### src/rtl/blink_monitor.sv
// Receive-side checker for the blink generator: measures high/low phase lengths
// of an asynchronous blink line and flags a line that has stopped toggling.
module blink_monitor #(
    parameter int CNT_W   = 21,
    parameter int TIMEOUT = 300000
) (
    input  logic             clk,
    input  logic             rst_n,
    input  logic             blink_in,
    output logic [CNT_W-1:0] high_len,
    output logic [CNT_W-1:0] low_len,
    output logic [CNT_W:0]   period,
    output logic             meas_valid,
    output logic             stuck,
    output logic             stuck_level,
    output logic [15:0]      toggle_count
);

    // state    | meaning
    // ST_IDLE  | no phase boundary seen yet, first phase is partial
    // ST_HIGH  | line high, phase length accumulating in run_cnt
    // ST_LOW   | line low, phase length accumulating in run_cnt
    // ST_STUCK | line held one level for TIMEOUT cycles
    localparam logic [1:0] ST_IDLE  = 2'd0;
    localparam logic [1:0] ST_HIGH  = 2'd1;
    localparam logic [1:0] ST_LOW   = 2'd2;
    localparam logic [1:0] ST_STUCK = 2'd3;

    localparam logic [CNT_W-1:0] CNT_ONE = CNT_W'(1);
    localparam logic [CNT_W-1:0] CNT_MAX = CNT_W'(TIMEOUT);
    localparam logic [CNT_W-1:0] CNT_TO1 = CNT_W'(TIMEOUT - 1);

    logic             s1, s2, s3;
    logic [1:0]       state;
    logic [CNT_W-1:0] run_cnt;
    logic             have_high;
    logic             tr, rise, fall, timeout_hit;

    assign tr          = s2 ^ s3;
    assign rise        = tr & s2;
    assign fall        = tr & ~s2;
    // an edge in the same cycle always wins over the timeout
    assign timeout_hit = (state != ST_STUCK) && !tr && (run_cnt == CNT_TO1);

    always_ff @(posedge clk or negedge rst_n) begin
        if (!rst_n) begin
            s1           <= 1'b0;
            s2           <= 1'b0;
            s3           <= 1'b0;
            state        <= ST_IDLE;
            run_cnt      <= '0;
            have_high    <= 1'b0;
            high_len     <= '0;
            low_len      <= '0;
            period       <= '0;
            meas_valid   <= 1'b0;
            stuck        <= 1'b0;
            stuck_level  <= 1'b0;
            toggle_count <= '0;
        end else begin
            s1         <= blink_in;
            s2         <= s1;
            s3         <= s2;
            meas_valid <= 1'b0;

            if (tr) begin
                run_cnt      <= CNT_ONE;
                toggle_count <= toggle_count + 16'd1;
            end else if (run_cnt != CNT_MAX) begin
                run_cnt <= run_cnt + CNT_ONE;
            end

            if (timeout_hit) begin
                stuck       <= 1'b1;
                stuck_level <= s2;
                state       <= ST_STUCK;
                have_high   <= 1'b0;
            end else if (tr) begin
                case (state)
                    ST_IDLE: begin
                        state <= rise ? ST_HIGH : ST_LOW;
                    end
                    ST_HIGH: begin
                        if (fall) begin
                            high_len  <= run_cnt;
                            have_high <= 1'b1;
                            state     <= ST_LOW;
                        end
                    end
                    ST_LOW: begin
                        if (rise) begin
                            low_len <= run_cnt;
                            state   <= ST_HIGH;
                            // pair the preceding high phase with the low that just ended
                            if (have_high) begin
                                period     <= {1'b0, high_len} + {1'b0, run_cnt};
                                meas_valid <= 1'b1;
                            end
                        end
                    end
                    ST_STUCK: begin
                        stuck <= 1'b0;
                        state <= rise ? ST_HIGH : ST_LOW;
                    end
                    default: state <= ST_IDLE;
                endcase
            end
        end
    end

endmodule

### config.mk
export PLATFORM = sky130hd
export DESIGN_NAME = blink_monitor
export DESIGN_NICKNAME = d
export VERILOG_FILES = /design/src/rtl/blink_monitor.sv
export SDC_FILE = /design/constraint.sdc
export NUM_CORES = 1
export LEC_CHECK = 0
export CELL_PAD_IN_SITES_DETAIL_PLACEMENT = 0
export CELL_PAD_IN_SITES_GLOBAL_PLACEMENT = 2
export CORE_MARGIN = 2
export CORE_UTILIZATION = 39
export CTS_BUF_LIST = sky130_fd_sc_hd__clkbuf_4 sky130_fd_sc_hd__clkbuf_8
export DETAILED_ROUTE_END_ITERATION = 6
export GPL_TIMING_DRIVEN = 0
export PLACE_DENSITY_LB_ADDON = 0.1
export SLEW_MARGIN = 20
export SYNTH_ARGS = -nofsm -noshare
export SYNTH_HDL_FRONTEND = slang
export SYNTH_SLANG_ARGS = --single-unit
export TNS_END_PERCENT = 10
### constraint.sdc
create_clock -name clk -period 4.17 [get_ports clk]
set_input_delay 0.834 -clock clk [delete_from_list [all_inputs] [get_ports clk]]
set_output_delay 0.834 -clock clk [all_outputs]
set_load 0.005 [all_outputs]
* Yosys cells after proc, flatten, opt, wreduce, memory -nomap -nowiden *
Cells that the tools add are included.

storage, ports and cells
  logic and storage cells = 65
  register bits = 110
  bits of input ports = 3
  output and inout bits = 83

operators by class
  bitwise operators = 5
  reduce and logical (&&, ||, !) cells = 16
  $add $sub $neg = 3
  multiplexer cells = 20
  eq/ne operators = 8

operators by type and width
  kind                                                     number
  2-to-1 mux 21 bit                                        2
  adder 21 x 21 -> 22 bit                                  1
  adder 21 x 1 -> 21 bit, second input constant            1
  equality test 21 x 19 -> 1 bit, second input constant    1
  inequality test 21 x 19 -> 1 bit, second input constant  1
  adder 16 x 1 -> 16 bit, second input constant            1
  2-to-1 mux 1 bit                                         12
  2-to-1 mux 2 bit                                         5
  nonzero test 2 bit                                       5
  AND reduction 4 bit                                      2
  inequality test 3 bit, second input constant             2
  one-hot mux 2 bit (3 select lines)                       1
  AND reduction 3 bit                                      2
  AND reduction 5 bit                                      1
  equality test 2 bit, second input constant               2
  AND 1 bit                                                2
  equality test 2 x 1 -> 1 bit, second input constant      1
  logical AND 1 bit                                        2
  logical NOT 2 bit                                        1
  inequality test 2 bit, second input constant             1
  NOT 1 bit                                                2
  AND reduction 2 bit                                      1
  OR reduction 2 bit                                       1
  logical NOT 1 bit                                        1
  XOR 1 bit                                                1

* Logic depth before layout (Yosys ltp) *
Gate-level depths: netlist of the first run.

  word-level depth = 6
  depth in mapped cells = 10
  gate-level depth less buffers = 10

* Worst setup path after synthesis of the first run *
Ideal clock, no wire load.

  kind = register to register
  start point = reg run_cnt[0]
  end point = reg period[16]
  data required time = 4051 ps
  clock period less this slack = 2256 ps
  cell stages (with the launch flop) = 11
  path slack = 1914 ps
  library setup time = 119 ps
  arrival = 2137 ps
  path buffers = 0
  path through = dfrtp_1 -> ha_1 -> inv_1 -> fa_1 -> nand2b_1 -> a21oi_2 -> nor2_1 -> o311a_4 -> o31ai_4 -> xnor2_1 -> o21ai_2

on the way
  cells in the longest elaborated chain, start to end = 4
  elaborated cells on any way between the ends = 5
  those cells by class = add/sub (1); eq/ne (1); bitwise (1); reduce/logical (2)

RTL lines
  item                                                             RTL line  text
  start: declaration                                               35        logic [CNT_W-1:0] run_cnt;
  start signal: assignment                                         70        run_cnt <= run_cnt + CNT_ONE;
  branches (longest 4 deep; another with adder 21 x 21 -> 22 bit)  -
  end signal: assignment                                           96        period <= {1'b0, high_len} + {1'b0, run_cnt};
  end: declaration                                                 12        output logic [CNT_W:0] period,

Parallel ways; which one is timed is not known.
A chain may end at the register's enable or synchronous reset.

* Worst setup path in the final report of the first run *
  start point = reg s2
  end point = reg high_len[11]

on the way
  cells in the longest elaborated chain, start to end = 6
  elaborated cells on any way between the ends = 8
  those cells by class = bitwise (4); reduce/logical (4)

RTL lines
  item                             RTL line  text
  start: declaration               33        logic s1, s2, s3;
  start signal: assignment         48        s2 <= 1'b0;
  start signal: assignment         62        s2 <= s1;
  XOR 1 bit                        39        assign tr = s2 ^ s3;
  logical NOT 1 bit                43        assign timeout_hit = (state != ST_STUCK) && !tr && (run_cnt == CNT_TO1);
  logical AND 1 bit (2 in series)  43
  NOT 1 bit (no line)              -
  AND reduction 4 bit (no line) *  -
  end signal: assignment           85        high_len <= run_cnt;
  end: declaration                 10        output logic [CNT_W-1:0] high_len,

Mark *: on every way between the ends. The rest lies on a longest branch, timed or not.

==> out/metrics.yaml, run 1 <==
cts:
  cts_max_path_buffers: 2
  cts_root_buffer: "clkbuf_8"
  cts_max_level: 3
  ctsResizeCount: 0
  cts.sinks: 110
  cts_buffers: 9
  post_cts_buffers: 0
  cts_tree: "built"
  clk_pin_slew_ns: 0.11
  clock_latency_ns: 0.40
  cts_hold_buf: 0
floorplanning:
  initial_core_util: 0.3952
  fp.dieW_um: 124.9
  boundaryPins: 86
  row_count: 44
  core_mm2: 0.01442
  die-height_um: 124.9
  design.die.area_mm2: 0.01560
place:
  routabilityCongestion: 0.8691
  port_buffers: 85
  placed_cells: 799
  pre_cts_ws_ns: 1.484
  dp_hpwl_um: 10170
power_and_ir_drop:
  p_leak_nw: 3.208
  peakVddDrop_uv: 248.8
  p_total_w: 0.002521
  power_density_mw_per_mm2: 359.0
critical_path:
  cp_max_fo: 10
  cp.required_ns: 4.45
  cp-startpoint: "s2"
  r2r-start: "s2"
  worstPathArrival_ns: 2.86
  crit_path_end_kind: "flop"
  start_kind: "flop"
  path_class: "reg -> reg"
drt:
  vias: 4136
  drtIter0Drc: 177
  drc_errors: 0
  dr.pass1.iters: 4
  viasPerCell: 5.075
  wl_um: 13480
  wl_per_cell_um: 16.54
  antenna_left: 0
grt:
  grt-busiest-layer: "met2"
  grt_pass1_vias: 4273
  grtUsageMet3: 0.02964
  use_met1: 0.2525
  gr-usage-met2: 0.2848
  track_usage: 0.1823
  grt.overflow.total: 0
  grt_max_degree: 68
  antenna_found_initial: 0
  grt_pass1_wl_um: 22630
logic_synthesis:
  ys_types: 59
  synth_edf_count: 0
  syn_nets: 563
  yosysTopAreaCell: "dfrtp_1"
  ys_ff_latch: 110
  synth_cells: 529
  ys.flop_type: "dfrtp_1"
  synth_seq_area_share: 0.4829
  synth_top_area_frac: 0.4829
  synthArstFlopShare: 1.000
  ys_top_cells_by_area: "dfrtp_1 48%, mux2_2 7.5%, ha_1 6.6%"
  syn_area_mm2: 0.005700
  synth_warnings: 0
  syn_area_per_cell_um2: 10.78
timing:
  skew_ns: 0.01606
  rsz0062_at_grt: "no"
  max_slew_margin: 0.6117
  final_hold_viol_count: 0
  period_needed_ns: 2.570
  max_freq_mhz: 389.0
  layout_setup_ws_ns: 1.600
  tightestPinTransition_ns: 0.5824
  drv_slew: 0
  fin_crit_sh: 0.6164
  setup_viol_count_final: 0
layout:
  nets: 660
  utilization: 0.4868
  drive_gt1_frac: 0.1252
  area_growth_pct: 23.18
  diodes: 0
  final_cells: 815
job:
  cap_violations: 0
outcome:
  status: "complete, no violations"
min_path:
  hold_class: "in -> async"
-- cells in the mapped netlist (2+ instances only) --
| cell | instances |
|---|---|
| a21boi_0 | 3 |
| a21boi_1 | 3 |
| a21o_1 | 8 |
| a21oi_1 | 18 |
| a31oi_1 | 2 |
| and2_1 | 12 |
| and3_1 | 5 |
| and4_1 | 3 |
| buf_2 | 5 |
| buf_6 | 3 |
| clkbuf_1 | 5 |
| dfrtp_1 | 110 |
| ha_1 | 30 |
| inv_1 | 18 |
| mux2_2 | 38 |
| mux2i_1 | 3 |
| nand2_1 | 67 |
| nand2b_1 | 6 |
| nand3_1 | 16 |
| nand3b_1 | 2 |
| nand4_1 | 6 |
| nor2_1 | 23 |
| nor2b_1 | 7 |
| nor3_1 | 4 |
| nor3_2 | 2 |
| nor3b_1 | 2 |
| nor4_1 | 2 |
| nor4b_1 | 2 |
| o211ai_2 | 2 |
| o21a_1 | 4 |
| o21ai_0 | 17 |
| o21ai_1 | 22 |
| o31ai_1 | 3 |
| or3_1 | 5 |
| xnor2_1 | 27 |
| xor2_1 | 21 |
-- sequential cells by signal, summed over array words and instances (netlist names) --
name and cells:
have_high 1, high_len 21, low_len 21, meas_valid 1, period 22, run_cnt 21
s1 1, s2 1, s3 1, state 2, stuck 1, stuck_level 1
toggle_count 16
-- cells in the final DEF (no fill, tap or decap), types with 4 or more instances in the layout --
cell type        netlist  layout
a21o_1                 8       8
nor3_1                 4       4
o21ai_1               22      22
ha_1                  30      30
mux2_2                38      38
nand2b_1               6       6
nand4_1                6       6
nor2b_1                7       7
xnor2_1               27      27
dfrtp_1              110     110
nand3_1               16      16
or3_1                  5       5
o21ai_0               17      17
and3_1                 5       5
inv_1                 18      18
nand2_1               67      67
clkdlybuf4s50_1        0      84
nor2_1                23      23
clkbuf_1               5       5
buf_6                  3       4
a21oi_1               18      18
clkbuf_8               0       9
and2_1                12      12
xor2_1                21      21
buf_2                  5       5
o21a_1                 4       4
-- critical path, stage by stage, from the launching register on --
cell,delay [ns]
dfrtp_1,0.41
inv_1,0.08
ha_1,0.34
clkbuf_1,0.34
nand3b_1,0.39
clkbuf_1,0.51
mux2_2,0.40
-- metrics by stage --
| stage | hold slack (ns) | setup TNS [ns] | instance area, um^2 |
|---|---|---|---|
| finish | 0.3510 | 0 | 7022 |
| global route | 0.3714 | 0 | 7022 |
| detailed placement | 0.3380 | 0 | 6810 |
| CTS | 0.3482 | 0 | 7022 |
| global placement | 0.3413 | -214.95 | 6782 |
| floorplan | 0.3312 | 0 | 5700 |
-- where the power goes --
part / switching (W) / internal [W]
Sequential: 0.0000985 / 0.00117
Clock: 0.000413 / 0.000292
Combinational: 0.000255 / 0.000296
Total: 0.000766 / 0.00175
-- final timing paths --
check / end / depth (start not counted) / slack [ns]
min in group clk: s2 / 0 / 0.37
worst min-delay path: period[1] / 1 / 0.35
worst min register to register: s2 / 0 / 0.37
worst max register to register: high_len[11] / 6 / 1.60
max in group asynchronous: high_len[18] / 2 / 3.15
worst max-delay path: high_len[11] / 6 / 1.60
-- cell families (layout without fill, tap and decap cells) --
group	Yosys count	after routing	synth area share
multiplexers	41	41	0.08033
XOR/XNOR	48	48	0.07375
flip-flops	110	110	0.4829
adder cells (fa/ha/maj)	31	31	0.06936
buffers and inverters	32	134	0.02678
AO/OA/AOI/OAI	97	97	0.1115
AND/OR/NAND/NOR	170	170	0.1554
-- cell type report --
class / instances / area (um^2)
buffer: 14 / 85.08
inverter: 18 / 67.56
sequential: 110 / 2753
timing repair buffer: 86 / 879.6
clock buffer: 9 / 123.9
tap: 184 / 230.2
fill: 1373 / 7402
multi-input combinational: 387 / 2795
clock inverter: 7 / 87.58
-- metal layers --
| layer | vias up | wire length [um] |
|---|---|---|
| met4 | 0 | 366 |
| met2 | 87 | 6114 |
| li1 | 2041 | - |
| met3 | 23 | 491 |
| met5 | - | 0 |
| met1 | 1985 | 6507 |
(Power assumes the default switching activity.)
==> run 2, diff against run 1 <==
CORE_UTILIZATION = 36   (was 39)
clock period = 2.51 ns   (was 4.17 ns; I/O delays follow)
==> run 2 against run 1 <==
Sequential share of layout area is 0.25 points lower. Fmax increased by 7.9%. Clock power increased by 48%. Design area up 0.73%. Critical path type unchanged. Largest cell class unchanged. Highest routed layer unchanged.
==> out/metrics.yaml, run 2 (same netlist as run 1, synthesis figures left out) <==
grt:
  grt_pass1_wl_um: 22380
  grt_max_degree: 63
  grt.overflow.total: 0
  track_usage: 0.1723
  antenna_found_initial: 0
  grt_pass1_vias: 4213
floorplanning:
  initial_core_util: 0.3722
  die-height_um: 129.8
  boundaryPins: 86
  core_mm2: 0.01531
  design.die.area_mm2: 0.01686
  fp.dieW_um: 129.8
  row_count: 45
timing:
  max_slew_margin: 0.6803
  fin_crit_sh: 0.9493
  skew_ns: 0.009836
  period_needed_ns: 2.383
  max_freq_mhz: 419.7
  layout_setup_ws_ns: 0.1272
  fin_setup_tns_ns: 0
  final_hold_viol_count: 0
  setup_viol_count_final: 0
  drv_slew: 0
  tightestPinTransition_ns: 0.4796
  rsz0062_at_grt: "no"
cts:
  cts_root_buffer: "clkbuf_8"
  clock_latency_ns: 0.39
  clk_pin_slew_ns: 0.11
  cts_buffers: 9
  cts.sinks: 110
  cts_max_path_buffers: 2
  cts_max_level: 3
  cts_tree: "built"
min_path:
  hold_class: "in -> async"
job:
  cap_violations: 0
power_and_ir_drop:
  p_leak_nw: 3.207
  peakVddDrop_uv: 436.2
  power_density_mw_per_mm2: 576.7
  p_total_w: 0.004079
place:
  routabilityCongestion: 0.7873
  placed_cells: 826
  dp_hpwl_um: 10180
  port_buffers: 85
  dpl_cell_area_mm2: 0.006844
  pre_cts_ws_ns: -0.1507
critical_path:
  path_class: "reg -> reg"
  crit_path_end_kind: "flop"
  start_kind: "flop"
  cp.required_ns: 2.80
  cp_max_fo: 4
  worstPathArrival_ns: 2.67
drt:
  drc_errors: 0
  viasPerCell: 4.880
  routed.top_layer: "met4"
  drtIter0Drc: 212
  vias: 4119
  route.met3.wl_um: 450
  antenna_left: 0
  route.met2.wl_um: 6383
  dr.pass1.iters: 4
  met1Wirelength_um: 6498
  wl_per_cell_um: 16.05
  wl_um: 13550
layout:
  drive_gt1_frac: 0.1422
  layout.cells.most_common_list: "108 x dfrtp_1, 84 x clkdlybuf4s50_1, 67 x nand2_1"
  nets: 662
  area_growth_pct: 24.08
  largest_register_ffs: 22
  final_common_cell: "dfrtp_1"
  regMostFlops: "period"
  stdcell_area_mm2: 0.007073
  final_cells: 844
  diodes: 0
outcome:
  status: "complete, no violations"
==> run 2: changes by cell type in the layout (fill, tap and decap cells not counted), sizes merged <==
cell / previous run / this run
bufinv: 1 / 0
clkinv: 3 / 1
buf: 11 / 13
clkinvlp: 0 / 3
==> run 2: per-layer routing <==
layer,GRT usage,vias to the layer above
met2,0.2824,73
met1,0.2299,1988
met3,0.02747,13
met5,0,-
li1,-,2045
met4,0.06705,0
==> run 2: per-stage QoR <==
stage | hold WS [ns] | util
3_5_place_dp | 0.3364 | 0.4469
5_1_grt | 0.06319 | 0.4618
4_1_cts | 0.03419 | 0.4592
2_1_floorplan | 0.2064 | -
3_3_place_gp | 0.3348 | 0.4450
6_report | 0.03721 | 0.4618
==> run 2: timing repair <==
item	4_1_cts	5_1_grt
setup buffers	0	2
setup endpoints to repair	8	29
hold buffers	0	0
pin swaps	1	2
resized for setup	4	8
==> run 2: area by class of cell <==
| type | count | area (um^2) |
|---|---|---|
| fillers | 1481 | 8242 |
| multi-input cells | 387 | 2821 |
| flip-flops and latches | 110 | 2755 |
| repair buffers | 88 | 894.6 |
| well taps | 211 | 264.0 |
| clock buffers | 9 | 123.9 |
| plain buffers | 14 | 88.84 |
| inverters | 18 | 67.56 |
| clock inverters | 7 | 57.56 |
==> run 2: worst max-delay path, cell delays in order, from the launching register on <==
cell	delay, ns
dfrtp_1	0.44
ha_4	0.17
inv_1	0.05
fa_2	0.36
nand2b_4	0.16
a21oi_2	0.22
nor2_2	0.08
o311a_4	0.41
o31ai_4	0.18
xnor2_1	0.16
o21ai_2	0.06
==> run 2: path summary, 6_finish.rpt <==
kind / slack [ns] / startpoint / to / cells past startpoint
max: 0.13 / run_cnt[0] / period[16] / 10
min: 0.04 / rst_n / period[1] / 1
max reg2reg: 0.13 / run_cnt[0] / period[16] / 10
min reg2reg: 0.36 / s1 / s2 / 0
max in group asynchronous: 1.78 / rst_n / run_cnt[16] / 2
min in group clk: 0.36 / s1 / s2 / 0
==> run 2: report_power, final <==
part	total [W]	internal [W]	switching [W]
clock	0.00104	0.000374	0.000664
sequential	0.00211	0.00194	0.000167
combinational	0.000936	0.000512	0.000424
